`config.mk`:
```
export PLATFORM = sky130hd
export DESIGN_NAME = pc_fetch_flat
export DESIGN_NICKNAME = d
export VERILOG_FILES = /design/src/rtl/pc_fetch_pkg.sv /design/src/rtl/pc_fetch_if.sv /design/src/rtl/pc_fetch_pc_next.sv /design/src/rtl/pc_fetch.sv /design/src/flat_wrapper.sv
export SDC_FILE = /design/constraint.sdc
export NUM_CORES = 1
export LEC_CHECK = 0
export ABC_CLOCK_PERIOD_IN_PS = 5100
export CORE_UTILIZATION = 51
export CTS_BUF_LIST = sky130_fd_sc_hd__clkbuf_8
export DETAILED_ROUTE_END_ITERATION = 10
export PLACE_DENSITY_LB_ADDON = 0.1
export SLEW_MARGIN = 0
export SYNTH_ARGS = -nofsm -noshare
export SYNTH_HDL_FRONTEND = slang
export SYNTH_HIERARCHICAL = 1
export SYNTH_SLANG_ARGS = --single-unit
export TNS_END_PERCENT = 5
```
`constraint.sdc`:
```
create_clock -name clk -period 5.1 [get_ports clk]
set_input_delay 1.02 -clock clk [delete_from_list [all_inputs] [get_ports clk]]
set_output_delay 1.02 -clock clk [all_outputs]
set_load 0.05 [all_outputs]
```
`src/rtl/pc_fetch_pkg.sv`:
```
// rtl/pc_fetch_pkg.sv - shared types and constants for the fetch stage
//
// Purpose : next-PC select encoding, NOP word and default reset PC used by
//           pc_fetch and pc_next.
// Contents: pcsrc_e, NOP_INSTR, RESET_PC.
package fetch_pkg;

  typedef enum logic [1:0] {
    PC_SEQ  = 2'b00,
    PC_BR   = 2'b01,
    PC_JALR = 2'b10,
    PC_RSVD = 2'b11
  } pcsrc_e;

  // addi x0,x0,0
  localparam logic [31:0] NOP_INSTR = 32'h0000_0013;
  localparam logic [31:0] RESET_PC  = 32'h0000_0000;

endpackage

```
`src/rtl/pc_fetch_if.sv`:
```
// rtl/pc_fetch_if.sv - instruction memory read bus between fetch and imem
//
// Purpose : carries the fetch address and the combinationally returned word.
// Ports   : PC (fetch -> memory address A), RD (memory -> fetch word).
// Modports: master = fetch stage, slave = instruction memory.
interface pc_fetch_if #(
  parameter int ADDRESS_WIDTH = 32,
  parameter int INSTR_WIDTH   = 32
);

  logic [ADDRESS_WIDTH-1:0] PC;
  logic [INSTR_WIDTH-1:0]   RD;

  modport master (output PC, input RD);
  modport slave  (input PC, output RD);

endinterface

```
`src/rtl/pc_fetch_pc_next.sv`:
```
// rtl/pc_fetch_pc_next.sv - next-PC mux, redirect target alignment, misalign detect
//
// Purpose : purely combinational; picks sequential or redirect target and
//           forces the target to word alignment.
// Ports   : PCsrc, pc, pc_d, ImmOp, jalr_target (in);
//           pc_plus4, target, redirect, misalign (out).
module pc_next
  import fetch_pkg::*;
#(
  parameter int ADDRESS_WIDTH = 32
) (
  input  logic [1:0]               PCsrc,
  input  logic [ADDRESS_WIDTH-1:0] pc,
  input  logic [ADDRESS_WIDTH-1:0] pc_d,
  input  logic [ADDRESS_WIDTH-1:0] ImmOp,
  input  logic [ADDRESS_WIDTH-1:0] jalr_target,
  output logic [ADDRESS_WIDTH-1:0] pc_plus4,
  output logic [ADDRESS_WIDTH-1:0] target,
  output logic                     redirect,
  output logic                     misalign
);

  logic [ADDRESS_WIDTH-1:0] raw_target;

  assign pc_plus4 = pc + ADDRESS_WIDTH'(4);

  always_comb begin
    raw_target = pc_plus4;
    redirect   = 1'b0;
    case (pcsrc_e'(PCsrc))
      // Branch/JAL is relative to the instruction sitting in decode.
      PC_BR: begin
        raw_target = pc_d + ImmOp;
        redirect   = 1'b1;
      end
      // JALR clears bit 0 first, so only bit 1 can flag misalignment.
      PC_JALR: begin
        raw_target = jalr_target & ~ADDRESS_WIDTH'(1);
        redirect   = 1'b1;
      end
      default: begin
        raw_target = pc_plus4;
        redirect   = 1'b0;
      end
    endcase
  end

  assign target   = {raw_target[ADDRESS_WIDTH-1:2], 2'b00};
  assign misalign = redirect && (raw_target[1:0] != 2'b00);

endmodule

```
`src/rtl/pc_fetch.sv`:
```
// rtl/pc_fetch.sv - instruction fetch stage: PC register and fetch/decode register
//
// Purpose : drives the instruction memory address, selects the next PC and
//           captures the returned word with stall, flush and redirect squash.
// Ports   : clk, rst (async, active-high); en, flush, PCsrc, ImmOp,
//           jalr_target (control in); imem (PC out / RD in);
//           instr_d, pc_d, pc_plus4_d, valid_d, misalign (decode outputs).
module pc_fetch
  import fetch_pkg::*;
#(
  parameter int                       ADDRESS_WIDTH = 32,
  parameter int                       INSTR_WIDTH   = 32,
  parameter logic [ADDRESS_WIDTH-1:0] RESET_PC      = fetch_pkg::RESET_PC
) (
  input  logic                     clk,
  input  logic                     rst,
  input  logic                     en,
  input  logic                     flush,
  input  logic [1:0]               PCsrc,
  input  logic [ADDRESS_WIDTH-1:0] ImmOp,
  input  logic [ADDRESS_WIDTH-1:0] jalr_target,
  pc_fetch_if.master               imem,
  output logic [INSTR_WIDTH-1:0]   instr_d,
  output logic [ADDRESS_WIDTH-1:0] pc_d,
  output logic [ADDRESS_WIDTH-1:0] pc_plus4_d,
  output logic                     valid_d,
  output logic                     misalign
);

  localparam logic [INSTR_WIDTH-1:0] NOP = INSTR_WIDTH'(NOP_INSTR);

  logic [ADDRESS_WIDTH-1:0] pc_q;
  logic [ADDRESS_WIDTH-1:0] pc_plus4;
  logic [ADDRESS_WIDTH-1:0] target;
  logic                     redirect;
  logic                     target_misalign;

  assign imem.PC = pc_q;

  pc_next #(
    .ADDRESS_WIDTH(ADDRESS_WIDTH)
  ) u_pc_next (
    .PCsrc      (PCsrc),
    .pc         (pc_q),
    .pc_d       (pc_d),
    .ImmOp      (ImmOp),
    .jalr_target(jalr_target),
    .pc_plus4   (pc_plus4),
    .target     (target),
    .redirect   (redirect),
    .misalign   (target_misalign)
  );

  always_ff @(posedge clk or posedge rst) begin
    if (rst) begin
      pc_q       <= RESET_PC;
      instr_d    <= NOP;
      valid_d    <= 1'b0;
      pc_d       <= RESET_PC;
      pc_plus4_d <= RESET_PC + ADDRESS_WIDTH'(4);
      misalign   <= 1'b0;
    end else if (!en) begin
      // Stall: everything holds except that a flush still kills decode.
      misalign <= 1'b0;
      if (flush) begin
        instr_d <= NOP;
        valid_d <= 1'b0;
      end
    end else if (redirect) begin
      // The word fetched at the old PC is wrong-path and is squashed.
      pc_q       <= target;
      instr_d    <= NOP;
      valid_d    <= 1'b0;
      pc_d       <= pc_q;
      pc_plus4_d <= pc_plus4;
      misalign   <= target_misalign;
    end else begin
      pc_q       <= pc_plus4;
      instr_d    <= flush ? NOP : imem.RD;
      valid_d    <= ~flush;
      pc_d       <= pc_q;
      pc_plus4_d <= pc_plus4;
      misalign   <= 1'b0;
    end
  end

endmodule

```
`src/flat_wrapper.sv`:
```
// flat-port wrapper written by rule: the top's interface ports become plain ports
module pc_fetch_flat import fetch_pkg::*;
#(
  parameter int                       ADDRESS_WIDTH = 32,
  parameter int                       INSTR_WIDTH   = 32,
  parameter logic [ADDRESS_WIDTH-1:0] RESET_PC      = fetch_pkg::RESET_PC
)
  (clk, rst, en, flush, PCsrc, ImmOp, jalr_target, instr_d, pc_d, pc_plus4_d, valid_d, misalign, imem_PC, imem_RD);
  pc_fetch_if #(.ADDRESS_WIDTH(ADDRESS_WIDTH), .INSTR_WIDTH(INSTR_WIDTH)) imem_i ();
  input  logic clk;
  input  logic rst;
  input  logic en;
  input  logic flush;
  input  logic [1:0] PCsrc;
  input  logic [ADDRESS_WIDTH-1:0] ImmOp;
  input  logic [ADDRESS_WIDTH-1:0] jalr_target;
  output logic [INSTR_WIDTH-1:0] instr_d;
  output logic [ADDRESS_WIDTH-1:0] pc_d;
  output logic [ADDRESS_WIDTH-1:0] pc_plus4_d;
  output logic valid_d;
  output logic misalign;
  output wire logic [$bits(imem_i.PC)-1:0] imem_PC;
  input wire logic [$bits(imem_i.RD)-1:0] imem_RD;
  assign imem_PC = imem_i.PC;
  assign imem_i.RD = imem_RD;
  pc_fetch #(.ADDRESS_WIDTH(ADDRESS_WIDTH), .INSTR_WIDTH(INSTR_WIDTH), .RESET_PC(RESET_PC)) u_core (.clk(clk), .rst(rst), .en(en), .flush(flush), .PCsrc(PCsrc), .ImmOp(ImmOp), .jalr_target(jalr_target), .imem(imem_i), .instr_d(instr_d), .pc_d(pc_d), .pc_plus4_d(pc_plus4_d), .valid_d(valid_d), .misalign(misalign));
endmodule
```
==> flow_summary.json <==
{
  "status": "finished clean",
  "syn_area_um2": 8540,
  "rows": 46,
  "grt_overflow": 0,
  "portBuffers": 230,
  "core-area_um2": 16100,
  "irDropWorstVdd_mv": 0.448,
  "cp.arrival_ps": 4410,
  "p_comb_share_pct": 56.8,
  "rsz0062_at_grt": "no",
  "slew_violations": 0,
  "first_iter_violations": 536,
  "final_common_cell": "clkdlybuf4s50_1",
  "avgViaCountPerCell": 5.71,
  "yosys.area.top_type": "dfrtp_1",
  "yosysWarnings": 6,
  "syn_inst": 859,
  "crit_path_start_kind": "primary input",
  "synthTopCellsByArea": "dfrtp_1, mux2_4, a21oi_1, ha_1, mux2i_1",
  "relSlewSlack_pct": 33.4,
  "finalSetupViolations": 0,
  "cap_violations": 0,
  "cp_max_fo": 4,
  "grt_max_degree": 115,
  "drt.antenna.violating_nets": 0,
  "synth_seq_cells": 130,
  "power_switching_mw": 2.77,
  "place_congestion": 0.897,
  "fp.dieW_um": 131,
  "firstDrtPassIters": 5,
  "clock_skew_ps": 11.5,
  "cts_buffer_depth": 2,
  "n_antenna_cell": 0,
  "cts_resized": 0,
  "post_drt_wl_per_cell_um": 18.1,
  "syn_avg_cell_area_um2": 9.94,
  "sequentialPowerShare_pct": 27.1,
  "leakage_nw": 4.73,
  "fin_nets": 1195,
  "timing.setup.tns_ps": 0,
  "holdBufCountCts": 0,
  "sw_frac_of_total_pct": 47.2,
  "seq_area_frac_synth_pct": 38.1,
  "max_freq_mhz": 247,
  "ys_types": 65,
  "dp_hpwl_um": 16200,
  "cts_root_buf": "clkbuf_8",
  "power_density_nw_per_um2": 521,
  "synth_flop_cell": "dfrtp_1",
  "wirelength_um": 23300,
  "grt_pass1_vias": 7117,
  "whs_ps": 513,
  "drive_above_1_share_pct": 10.9,
  "min-delay-path-class": "flip-flop to flip-flop",
  "p_int_mw": 3.10,
  "area.growth.synth_to_final_pct": 31.7,
  "worstPathRequired_ps": 5470,
  "cts_buffers": 17,
  "pwr-share-clk_pct": 16.1,
  "die-area_um2": 17300,
  "fin_cells": 1287,
  "top_level_ports": 232,
  "netlist.area_leader.share_pct": 36.9,
  "clk_latency_ps": 450,
  "cts_setup_buffers": 0,
  "die_h_um": 131,
  "place_inst": 1255,
  "min_period_ps": 4040,
  "h-tree-depth": 4,
  "post-route-period-util_pct": 79.2,
  "cp-end-kind": "flip-flop",
  "num_vias": 7347,
  "layout_common_cells": "clkdlybuf4s50_1, dfrtp_1, a21oi_1, nor2_1, nand2_1",
  "worstMarginPinSlew_ps": 999,
  "grt_pass1_wl_um": 37600,
  "initial_utilization_pct": 53.0,
  "hold_viol": 0,
  "synth_edf_count": 0,
  "drc": 0,
  "path_clk_slew_ps": 80,
  "clock-sinks": 130,
  "tritoncts": "built",
  "grtUsageTotal_pct": 27.4,
  "async_flop_share_pct": 100,
  "crit_type": "primary input to flip-flop",
  "grt_antenna_before_repair": 0
}
through the flow:
| step | worst slack, ps | utilization (%) | cell area [µm²] | total power [mW] |
|---|---|---|---|---|
| 3_5_place_dp | 601 | 67.2 | 10800 | 4.90 |
| 5_1_grt | 646 | 69.8 | 11200 | 6.17 |
| 2_1_floorplan | 617 | - | 8550 | 3.92 |
| 6_report | 1060 | 69.8 | 11200 | 5.86 |
| 3_3_place_gp | 733 | 67.2 | 10800 | 4.87 |
| 4_1_cts | 1070 | 69.8 | 11200 | 5.87 |
synthesized netlist by cell type (4+ instances only):
master    count
nand4_1       6
o21bai_1      8
a221o_1       6
a21oi_1     104
nand3_1      25
o21a_1        8
and3_1       22
nand2_1      51
nand3b_1     30
nand2b_1     34
o21ai_0      20
dfstp_2       4
mux2i_1      36
o221ai_1      8
xnor2_1      34
a21o_1       12
nor2_1       64
clkbuf_1     22
buf_1         4
xor2_1       19
nor2b_1       7
o21ai_1       5
mux2_2       17
a31oi_1       5
buf_2        10
inv_1        13
ha_1         34
dfrtp_1     126
mux2_4       47
buf_6        13
buf_4         8
a211oi_1      4
nor3b_1       4
a221oi_1      4
cell type report:
| type | instances | area, µm² |
|---|---|---|
| Multi-Input combinational cell | 659 | 4870 |
| Fill cell | 1282 | 4870 |
| Sequential cell | 130 | 3260 |
| Timing Repair Buffer | 237 | 2380 |
| Tap cell | 216 | 270 |
| Clock buffer | 17 | 234 |
| Clock inverter | 15 | 183 |
| Inverter | 13 | 52.6 |
kinds of logic after synthesis:
kind of cell,count (synthesis),share of synthesized area (%)
AO/OA/AOI/OAI,213,15.8
buffers and inverters,71,4.89
AND/OR/NAND/NOR,256,15.8
other,1,0.0439
flip-flops,130,38.1
multiplexers,100,14.7
XOR/XNOR,53,5.43
adder cells (fa/ha/maj),35,5.21
critical path, cell delays in order:
cell             delay, ps
clkdlybuf4s50_1        430
ha_1                   340
a21oi_1                270
o21ai_0                220
o21ai_0                370
o21ai_1                250
a2111oi_0              610
nor2_1                 210
mux2i_1                170
a211oi_1               260
mux2i_1                100
a21oi_1                150
per-layer routing:
metal | track usage (%) | vias up | routed length, µm | part of all wire [%]
li1 | - | 3477 | - | -
met5 | 0 | - | 0 | 0
met1 | 37.4 | 3547 | 10200 | 44
met3 | 6.06 | 33 | 1670 | 7.1
met2 | 42.8 | 290 | 11000 | 47
met4 | 9.50 | 0 | 441 | 1.9
path summary, 6_finish.rpt:
path,from,endpoint,slack [ps],cells after the start
max,ImmOp[4],u_core/imem.PC[31]$_DFFE_PP0P_,1060,12
min,u_core/pc_plus4_d[17]$_DFFE_PP0P_,u_core/pc_plus4_d[17]$_DFFE_PP0P_,510,1
max reg2reg,u_core/pc_d[4]$_DFFE_PP0P_,u_core/imem.PC[31]$_DFFE_PP0P_,1650,11
min reg2reg,u_core/pc_plus4_d[17]$_DFFE_PP0P_,u_core/pc_plus4_d[17]$_DFFE_PP0P_,510,1
max in group asynchronous,rst,u_core/pc_plus4_d[22]$_DFFE_PP0P_,3200,3
min in group asynchronous,rst,u_core/instr_d[6]$_DFFE_PP0P_,1020,2
power by group through the flow:
stage          Combinational, mW  Sequential [mW]  Clock [mW]
6_report                    3.33             1.59       0.942
5_1_grt                     3.53             1.64        1.01
4_1_cts                     3.31             1.59       0.964
3_5_place_dp                3.29             1.61           0
3_3_place_gp                3.27             1.60           0
2_1_floorplan               1.43             2.49           0
registers in the layout (all words and copies together) (netlist names):
register / flops
u_core/imem.PC: 32
u_core/instr_d: 32
u_core/misalign: 1
u_core/pc_d: 32
u_core/pc_plus4_d: 32
u_core/valid_d: 1
Note: power is estimated with default switching activity, not from simulation.
